### src/rtl/usb_tx_sched.sv
// Shares the usb_tx path between handshake and DATA requesters; grant and tx_packet follow a request by one clock,
// requests are held until granted, and an idle gap follows every packet. Optional tx_done watchdog: USB_TX_TIMEOUT_EN.
module usb_tx_sched #(
   parameter int GAP_CYCLES     = 16,
   parameter int STARVE_LIMIT   = 4,
   parameter int MAX_DATA_SIZE  = 64,
   parameter int TIMEOUT_CYCLES = 8192
) (
   input  logic       clk,
   input  logic       rst,
   input  logic       hs_req,
   input  logic       hs_nak,
   input  logic       data_req,
   input  logic [6:0] data_size,
   input  logic       tx_done,
   output logic [1:0] tx_packet,
   output logic [6:0] tx_packet_data_size,
   output logic       hs_grant,
   output logic       data_grant,
   output logic       size_err,
   output logic       tx_complete,
   output logic       complete_data,
   output logic       busy,
   output logic       tx_abort
);

   typedef enum logic [1:0] {S_IDLE, S_SEND, S_GAP} state_t;

   localparam logic [1:0] PKT_IDLE = 2'b00;
   localparam logic [1:0] PKT_DATA = 2'b01;
   localparam logic [1:0] PKT_ACK  = 2'b10;
   localparam logic [1:0] PKT_NAK  = 2'b11;

   localparam logic [6:0] MAX_SIZE   = 7'(MAX_DATA_SIZE);
   localparam logic [3:0] STARVE_MAX = 4'(STARVE_LIMIT);
   localparam logic [7:0] GAP_LAST   = 8'(GAP_CYCLES - 1);

   state_t     state;
   logic [7:0] gap_cnt;
   logic [3:0] starve_cnt;
   logic       pick_data;
   logic       size_over;
   logic       to_hit;

   // Data wins when handshake is absent or has starved it STARVE_LIMIT times in a row.
   assign pick_data = data_req && (!hs_req || starve_cnt == STARVE_MAX);
   assign size_over = data_size > MAX_SIZE;

`ifdef USB_TX_TIMEOUT_EN
   localparam int            TO_W    = $clog2(TIMEOUT_CYCLES + 1);
   localparam logic [TO_W-1:0] TO_LAST = TO_W'(TIMEOUT_CYCLES - 1);
   logic [TO_W-1:0] to_cnt;
   assign to_hit = (to_cnt == TO_LAST);
`else
   // Watchdog compiled out: false for every legal limit.
   assign to_hit = (TIMEOUT_CYCLES < 1);
`endif

   always_ff @(posedge clk) begin
      hs_grant      <= 1'b0;
      data_grant    <= 1'b0;
      size_err      <= 1'b0;
      tx_complete   <= 1'b0;
      complete_data <= 1'b0;
      tx_abort      <= 1'b0;
      if (rst) begin
         state               <= S_IDLE;
         tx_packet           <= PKT_IDLE;
         tx_packet_data_size <= 7'd0;
         busy                <= 1'b0;
         gap_cnt             <= 8'd0;
         starve_cnt          <= 4'd0;
`ifdef USB_TX_TIMEOUT_EN
         to_cnt              <= '0;
`endif
      end else begin
         case (state)
            S_IDLE: begin
               if (pick_data) begin
                  data_grant          <= 1'b1;
                  size_err            <= size_over;
                  tx_packet           <= PKT_DATA;
                  tx_packet_data_size <= size_over ? MAX_SIZE : data_size;
                  busy                <= 1'b1;
                  state               <= S_SEND;
               end else if (hs_req) begin
                  hs_grant            <= 1'b1;
                  tx_packet           <= hs_nak ? PKT_NAK : PKT_ACK;
                  tx_packet_data_size <= 7'd0;
                  busy                <= 1'b1;
                  state               <= S_SEND;
               end
`ifdef USB_TX_TIMEOUT_EN
               to_cnt <= '0;
`endif
            end
            S_SEND: begin
               if (tx_done) begin
                  tx_complete         <= 1'b1;
                  complete_data       <= (tx_packet == PKT_DATA);
                  tx_packet           <= PKT_IDLE;
                  tx_packet_data_size <= 7'd0;
                  gap_cnt             <= 8'd0;
                  state               <= S_GAP;
               end else if (to_hit) begin
                  tx_abort            <= 1'b1;
                  tx_packet           <= PKT_IDLE;
                  tx_packet_data_size <= 7'd0;
                  gap_cnt             <= 8'd0;
                  state               <= S_GAP;
               end
`ifdef USB_TX_TIMEOUT_EN
               else begin
                  to_cnt <= to_cnt + 1'b1;
               end
`endif
            end
            S_GAP: begin
               if (gap_cnt == GAP_LAST) begin
                  busy  <= 1'b0;
                  state <= S_IDLE;
               end else begin
                  gap_cnt <= gap_cnt + 8'd1;
               end
            end
            default: begin
               state     <= S_IDLE;
               tx_packet <= PKT_IDLE;
               busy      <= 1'b0;
            end
         endcase

         // Only handshake wins taken over a waiting data request count toward starvation.
         if (!data_req)
            starve_cnt <= 4'd0;
         else if (state == S_IDLE && pick_data)
            starve_cnt <= 4'd0;
         else if (state == S_IDLE && hs_req)
            starve_cnt <= starve_cnt + 4'd1;
      end
   end

endmodule

### config.mk
export PLATFORM = sky130hd
export DESIGN_NAME = usb_tx_sched
export DESIGN_NICKNAME = d
export VERILOG_FILES = /design/src/rtl/usb_tx_sched.sv
export SDC_FILE = /design/constraint.sdc
export NUM_CORES = 1
export LEC_CHECK = 0
export ABC_AREA = 1
export BUFFER_PORTS_ARGS = -buffer_cell sky130_fd_sc_hd__buf_4
export CAP_MARGIN = 20
export CORE_AREA = 8 8 73 75
export DETAILED_ROUTE_END_ITERATION = 12
export DIE_AREA = 0 0 81 83
export GPL_TIMING_DRIVEN = 0
export REMOVE_ABC_BUFFERS = 1
export SETUP_SLACK_MARGIN = 0.5
export SLEW_MARGIN = 20
export SYNTH_ARGS = -nofsm -noshare
export SYNTH_HDL_FRONTEND = slang
export SYNTH_SLANG_ARGS = --single-unit
export TNS_END_PERCENT = 20
### constraint.sdc
create_clock -name clk -period 1.5 [get_ports clk]
set_input_delay 0.3 -clock clk [delete_from_list [all_inputs] [get_ports clk]]
set_output_delay 0.3 -clock clk [all_outputs]
set_load 0.005 [all_outputs]
Yosys cells after proc, flatten, opt, wreduce, memory -nomap -nowiden
Cells that the tools add are included.
{ "op_classes": {"addsub": 2, "order_cmp": 1, "n_eq_ne": 9, "muxes": 25, "bitwise": 6, "n_reduce_logical": 19} }
{ "ops": {"columns": ["op", "count"], "rows": [
  ["two-way mux 7 bit", 4],
  ["two-way mux 8 bit", 2],
  ["one-hot mux 8 bit (2 select lines)", 1],
  ["AND reduction 3 bit", 5],
  ["two-way mux 2 bit", 7],
  ["one-hot mux 7 bit (2 select lines)", 1],
  ["one-hot mux 2 bit (3 select lines)", 2],
  ["OR reduction 3 bit", 4],
  ["adder 8 x 1 -> 8 bit, second input constant", 1],
  ["== test 8 x 4 -> 1 bit, second input constant", 1],
  ["> comparator 7 bit, second input constant", 1],
  ["two-way mux 1 bit", 7],
  ["!= test 2 bit, second input constant", 3],
  ["NOT 1 bit", 6],
  ["adder 4 x 1 -> 4 bit, second input constant", 1],
  ["== test 2 x 1 -> 1 bit, second input constant", 2],
  ["== test 4 x 3 -> 1 bit, second input constant", 1],
  ["nonzero test 2 bit", 2],
  ["OR reduction 2 bit", 2],
  ["logical AND 1 bit", 3],
  ["!= test 3 bit, second input constant", 1],
  ["one-hot mux 1 bit (3 select lines)", 1],
  ["== test 2 bit, second input constant", 1],
  ["zero test 2 bit", 1],
  ["2 further kinds", 2]
]} }
{ "word_totals": {"reg_bits": 29, "inputBits": 13, "wordCells": 73} }

Longest topological paths before layout
{ "logic_depth": {"depth_word": 5, "ltp_mapped": 9} }

Least setup slack after synthesis
No wires, ideal clock.
{ "synth_timing": {"kind": "register to register", "start": "register starve_cnt[0]", "end": "register starve_cnt[2]", "setup_ns": 0.065, "t_arrival_ns": 1.209, "t_required_ns": 1.435, "setup_slack_ns": 0.227, "stages_incl_launch_ff": 10, "synth_period_minus_slack_ns": 1.273, "cell_sequence": "dfxtp_1 inv_1 ha_1 nand3_1 nand2_2 nand2_1 inv_1 nand2_1 nand3_1 nor2_1"} }
{ "synth_via": {"elab_chain_cells": 5} }
{ "synth_lines": {"columns": ["item", "line", "rtl"], "rows": [
  ["start, declared", "40", "logic [3:0] starve_cnt;"],
  ["start signal, assigned", "139", "starve_cnt <= starve_cnt + 4'd1;"],
  ["== test 4 x 3 -> 1 bit", "46", "assign pick_data = data_req && (!hs_req || starve_cnt == STARVE_MAX);"],
  ["logical OR 1 bit", "46", null],
  ["logical AND 1 bit", "46", null],
  ["logical AND 1 bit", "136", "else if (state == S_IDLE && pick_data)"],
  ["OR reduction 3 bit (no source line)", null, null]
]} }
Several ways; a longest one is shown, not always the timed one.
A chain may end at the register's enable or synchronous reset.

Worst setup path in the final report
{ "layout_timing": {"start": "register gap_cnt[0]", "end": "register busy"} }
{ "layout_via": {"elab_chain_cells": 3} }
{ "layout_lines": {"columns": ["item", "line", "rtl"], "rows": [
  ["start, declared", "39", "logic [7:0] gap_cnt;"],
  ["start signal, assigned", "123", "gap_cnt <= gap_cnt + 8'd1;"],
  ["== test 8 x 4 -> 1 bit", "119", "if (gap_cnt == GAP_LAST) begin"],
  ["!= test 2 bit (no source line)", null, null],
  ["AND reduction 3 bit (no source line)", null, null],
  ["end signal, assigned", "90", "busy <= 1'b1;"],
  ["end signal, assigned", "120", "busy <= 1'b0;"],
  ["end signal, assigned", "129", "busy <= 1'b0;"],
  ["end, declared", "23", "output logic busy,"]
]} }
Every way passes these cells.

==> metrics.txt <==
Setup crit end kind flop; yosys synthesis warning count 0; 1st-iter DRT viols 66; critical path fanouts, max 5; GP Congestion 0.762; initial antenna violation count 0; highest attainable clock frequency 790 MHz; Seq/Total Area, Yosys 41.0%; Layout Skew 7.93 ps; overall fraction of global-route tracks in use 11.5%; Final Net Count 276; post-route cell area 2090 sq um; Top Layer Used met4; Avg WL per Cell 11.9 microns; Critical Path AT 1430 ps; Post-Synthesis Cells 214; via count 1,459; result of the run completed; number of levels in the clock H-tree 2; CTS clock-pin slew for the worst setup and hold paths 70 ps; Final Max Slew Viols 0; Initial Util 33.7%; post-detailed-route via-to-cell ratio 4.68; floorplan row count 24; first-pass iteration count of the detailed router 5; core region area 4200 sq um; final non-filler cell total 312; CP max stage delay 360 ps; clock period minus final worst setup slack 1270 ps; pin count of the biggest net entering global routing 25; critical path, cell by cell ha_4 -> nand3_4 -> o21bai_4 -> buf_6 -> nand2_2 -> nand2_1 -> a21oi_1; portion of netlist area occupied by mux cells 0%; Placement Cell Area 1650 sq um; startpoint-to-endpoint class of the critical path flop to flop; Adder-Cell Fraction of Synth Area 2.65%; instance count after placement with tap cells included 287; DIE AREA 6720 sq um; xor and xnor fraction of the mapped netlist area 1.86%; summed instance area of the synthesized netlist 1420 sq um; Final Hold Violating Endpoints 0; post-route core utilization 49.8%; Post-Route Setup TNS 0 ps; number of hold-repair buffers added at the cts stage 0; clock latency on the worst-skew pair 290 ps; flip-flop and latch count after synthesis 29; count of boundary I/O pins 29; number of buffers between clock root and the deepest sink 2; worst setup slack for register-to-register paths 230 ps; share of the synthesized area in compound gates (AO/OA/AOI/OAI) 5.92%; GR Overflow Total 0; RSZ-0062 raised after global routing yes; part of the cycle the worst path needs 84.4%; Port-buffer cells 27; area growth from synthesis to layout 47.7%; worst supply voltage drop on vdd 0.595 mV; leakage power of the design 0.000901 uW; met2 wire length 1760 microns; critical-path cell with the highest stage delay sky130_fd_sc_hd__dfxtp_4; post-DP HPWL 2370 microns; layout cell share with drive strength beyond 1 36.2%; horizontal extent of the die 81 microns; Die Ht 83 microns; type of the worst min-delay path primary input to flop; first-pass GRT wire length 6290 microns; buffer cell driving the clock tree root sky130_fd_sc_hd__clkbuf_8; final setup fails 0; CTS buffer count 5; share of synthesized cell area in and, or, nand and nor gates 37.9%; Ant. Diodes 0; number of clock sinks seen by CTS 29; clock tree from TritonCTS done; PwrDens 879 nW/um^2; critical path startpoint category flop; Final ANT Viol Nets 0; via count of the first global-routing pass 1,454; M1 wire length 1650 microns; number of distinct standard cells referenced by the synthesized netlist 22; average cell area after synthesis 6.62 sq um; Worst EP required 1660 ps; amount of wire on met3 after detailed routing 212 microns; fill cell count 454; # Max-Cap Violations 0; sum of routed wire length over all layers 3700 microns; Hold Slack 306 ps; Remaining DRCs 0; main combinational cell family by area after synthesis simple AND/OR/NAND/NOR gates
[cells in the mapped netlist]
cell / count / area share (%)
sky130_fd_sc_hd__ha_1: 3 / 2.7
sky130_fd_sc_hd__inv_2: 2 / 0.53
sky130_fd_sc_hd__nand3_1: 30 / 11
sky130_fd_sc_hd__conb_1: 1 / 0.26
sky130_fd_sc_hd__xnor2_1: 1 / 0.62
sky130_fd_sc_hd__buf_2: 1 / 0.35
sky130_fd_sc_hd__or2_2: 1 / 0.44
sky130_fd_sc_hd__o21bai_1: 1 / 0.53
sky130_fd_sc_hd__nand2_1: 43 / 11
sky130_fd_sc_hd__o21bai_2: 1 / 0.79
sky130_fd_sc_hd__clkbuf_1: 2 / 0.53
sky130_fd_sc_hd__buf_6: 1 / 0.79
sky130_fd_sc_hd__a21oi_1: 13 / 4.6
sky130_fd_sc_hd__xor2_1: 2 / 1.2
sky130_fd_sc_hd__dfxtp_1: 29 / 41
sky130_fd_sc_hd__buf_4: 2 / 1.1
sky130_fd_sc_hd__nor2_2: 1 / 0.44
sky130_fd_sc_hd__nor3_1: 2 / 0.71
sky130_fd_sc_hd__nand3b_1: 1 / 0.53
sky130_fd_sc_hd__inv_1: 27 / 7.2
sky130_fd_sc_hd__nand2_2: 3 / 1.3
sky130_fd_sc_hd__nor2_1: 47 / 12
[sequential cells by signal, indices dropped and copies added (netlist names)]
name	cells
gap_cnt	8
tx_complete	1
busy	1
data_grant	1
tx_packet_data_size	7
tx_packet	2
size_err	1
hs_grant	1
starve_cnt	4
state	2
complete_data	1
[routing by layer]
metal,track usage [%],vias to the layer above
met2,17.8,34
met5,0,-
li1,-,755
met4,6.18,0
met3,4.53,9
met1,13.0,661
[logic make-up (layout without fill, tap and decap cells)]
group | Yosys count | count (layout)
adder cells (fa/ha/maj) | 3 | 3
flip-flops | 29 | 29
XOR/XNOR | 3 | 3
AO/OA/AOI/OAI | 15 | 15
buffers and inverters | 35 | 81
AND/OR/NAND/NOR | 128 | 128
other | 1 | 1
[cell type report]
cell class                      count  area (sq um)  area share (%)
Clock buffer                        7          86.3            4.13
Multi-Input combinational cell    150           873            41.7
Tap cell                           52          65.1            3.11
Timing Repair Buffer               45           357            17.0
Inverter                           29           116            5.56
Sequential cell                    29           594            28.4
[where the power goes]
| group | total, uW | internal, uW | switching (uW) |
|---|---|---|---|
| registers | 821 | 802 | 19.5 |
| clock network | 655 | 363 | 292 |
| logic | 363 | 164 | 199 |
| total | 1840 | 1330 | 510 |
[critical path, delay by kind of cell (launching register included)]
family | cells | cell delay, ps
flip-flops | 1 | 360
AO/OA/AOI/OAI | 2 | 290
AND/OR/NAND/NOR | 3 | 180
buffers and inverters | 1 | 160
adder cells (fa/ha/maj) | 1 | 150
[placed cells by master (no fill, tap or decap), types with 4 or more instances in the layout]
| cell | synthesis | final |
|---|---|---|
| sky130_fd_sc_hd__nor2_1 | 47 | 44 |
| sky130_fd_sc_hd__buf_4 | 2 | 40 |
| sky130_fd_sc_hd__nand2_1 | 43 | 35 |
| sky130_fd_sc_hd__inv_1 | 27 | 23 |
| sky130_fd_sc_hd__dfxtp_1 | 29 | 22 |
| sky130_fd_sc_hd__nand3_1 | 30 | 20 |
| sky130_fd_sc_hd__a21oi_1 | 13 | 12 |
| sky130_fd_sc_hd__nand3_2 | 0 | 7 |
| sky130_fd_sc_hd__nand2_4 | 0 | 6 |
| sky130_fd_sc_hd__clkbuf_8 | 0 | 6 |
| sky130_fd_sc_hd__dfxtp_2 | 0 | 5 |
| sky130_fd_sc_hd__buf_6 | 1 | 5 |
| sky130_fd_sc_hd__nand2_2 | 3 | 4 |
[stage by stage]
step | total power [uW] | setup slack [ps]
2_1_floorplan | 965 | 167
3_3_place_gp | 1070 | -92.9
3_5_place_dp | 1070 | -120
4_1_cts | 1800 | 271
5_1_grt | 1920 | 184
6_report | 1840 | 234
[path summary, 6_finish.rpt]
path	to	cells past startpoint	from
max	busy	7	gap_cnt[0]
min	tx_packet_data_size[6]	3	data_size[6]
max reg2reg	busy	7	gap_cnt[0]
min reg2reg	complete_data	1	tx_packet[1]
[repair_timing]
item,CTS,global route
endpoints found under the setup margin,43,42
gates resized for setup,39,21
setup buffers,12,6
pin swaps,9,15
Power figures use the tool's default switching activity.
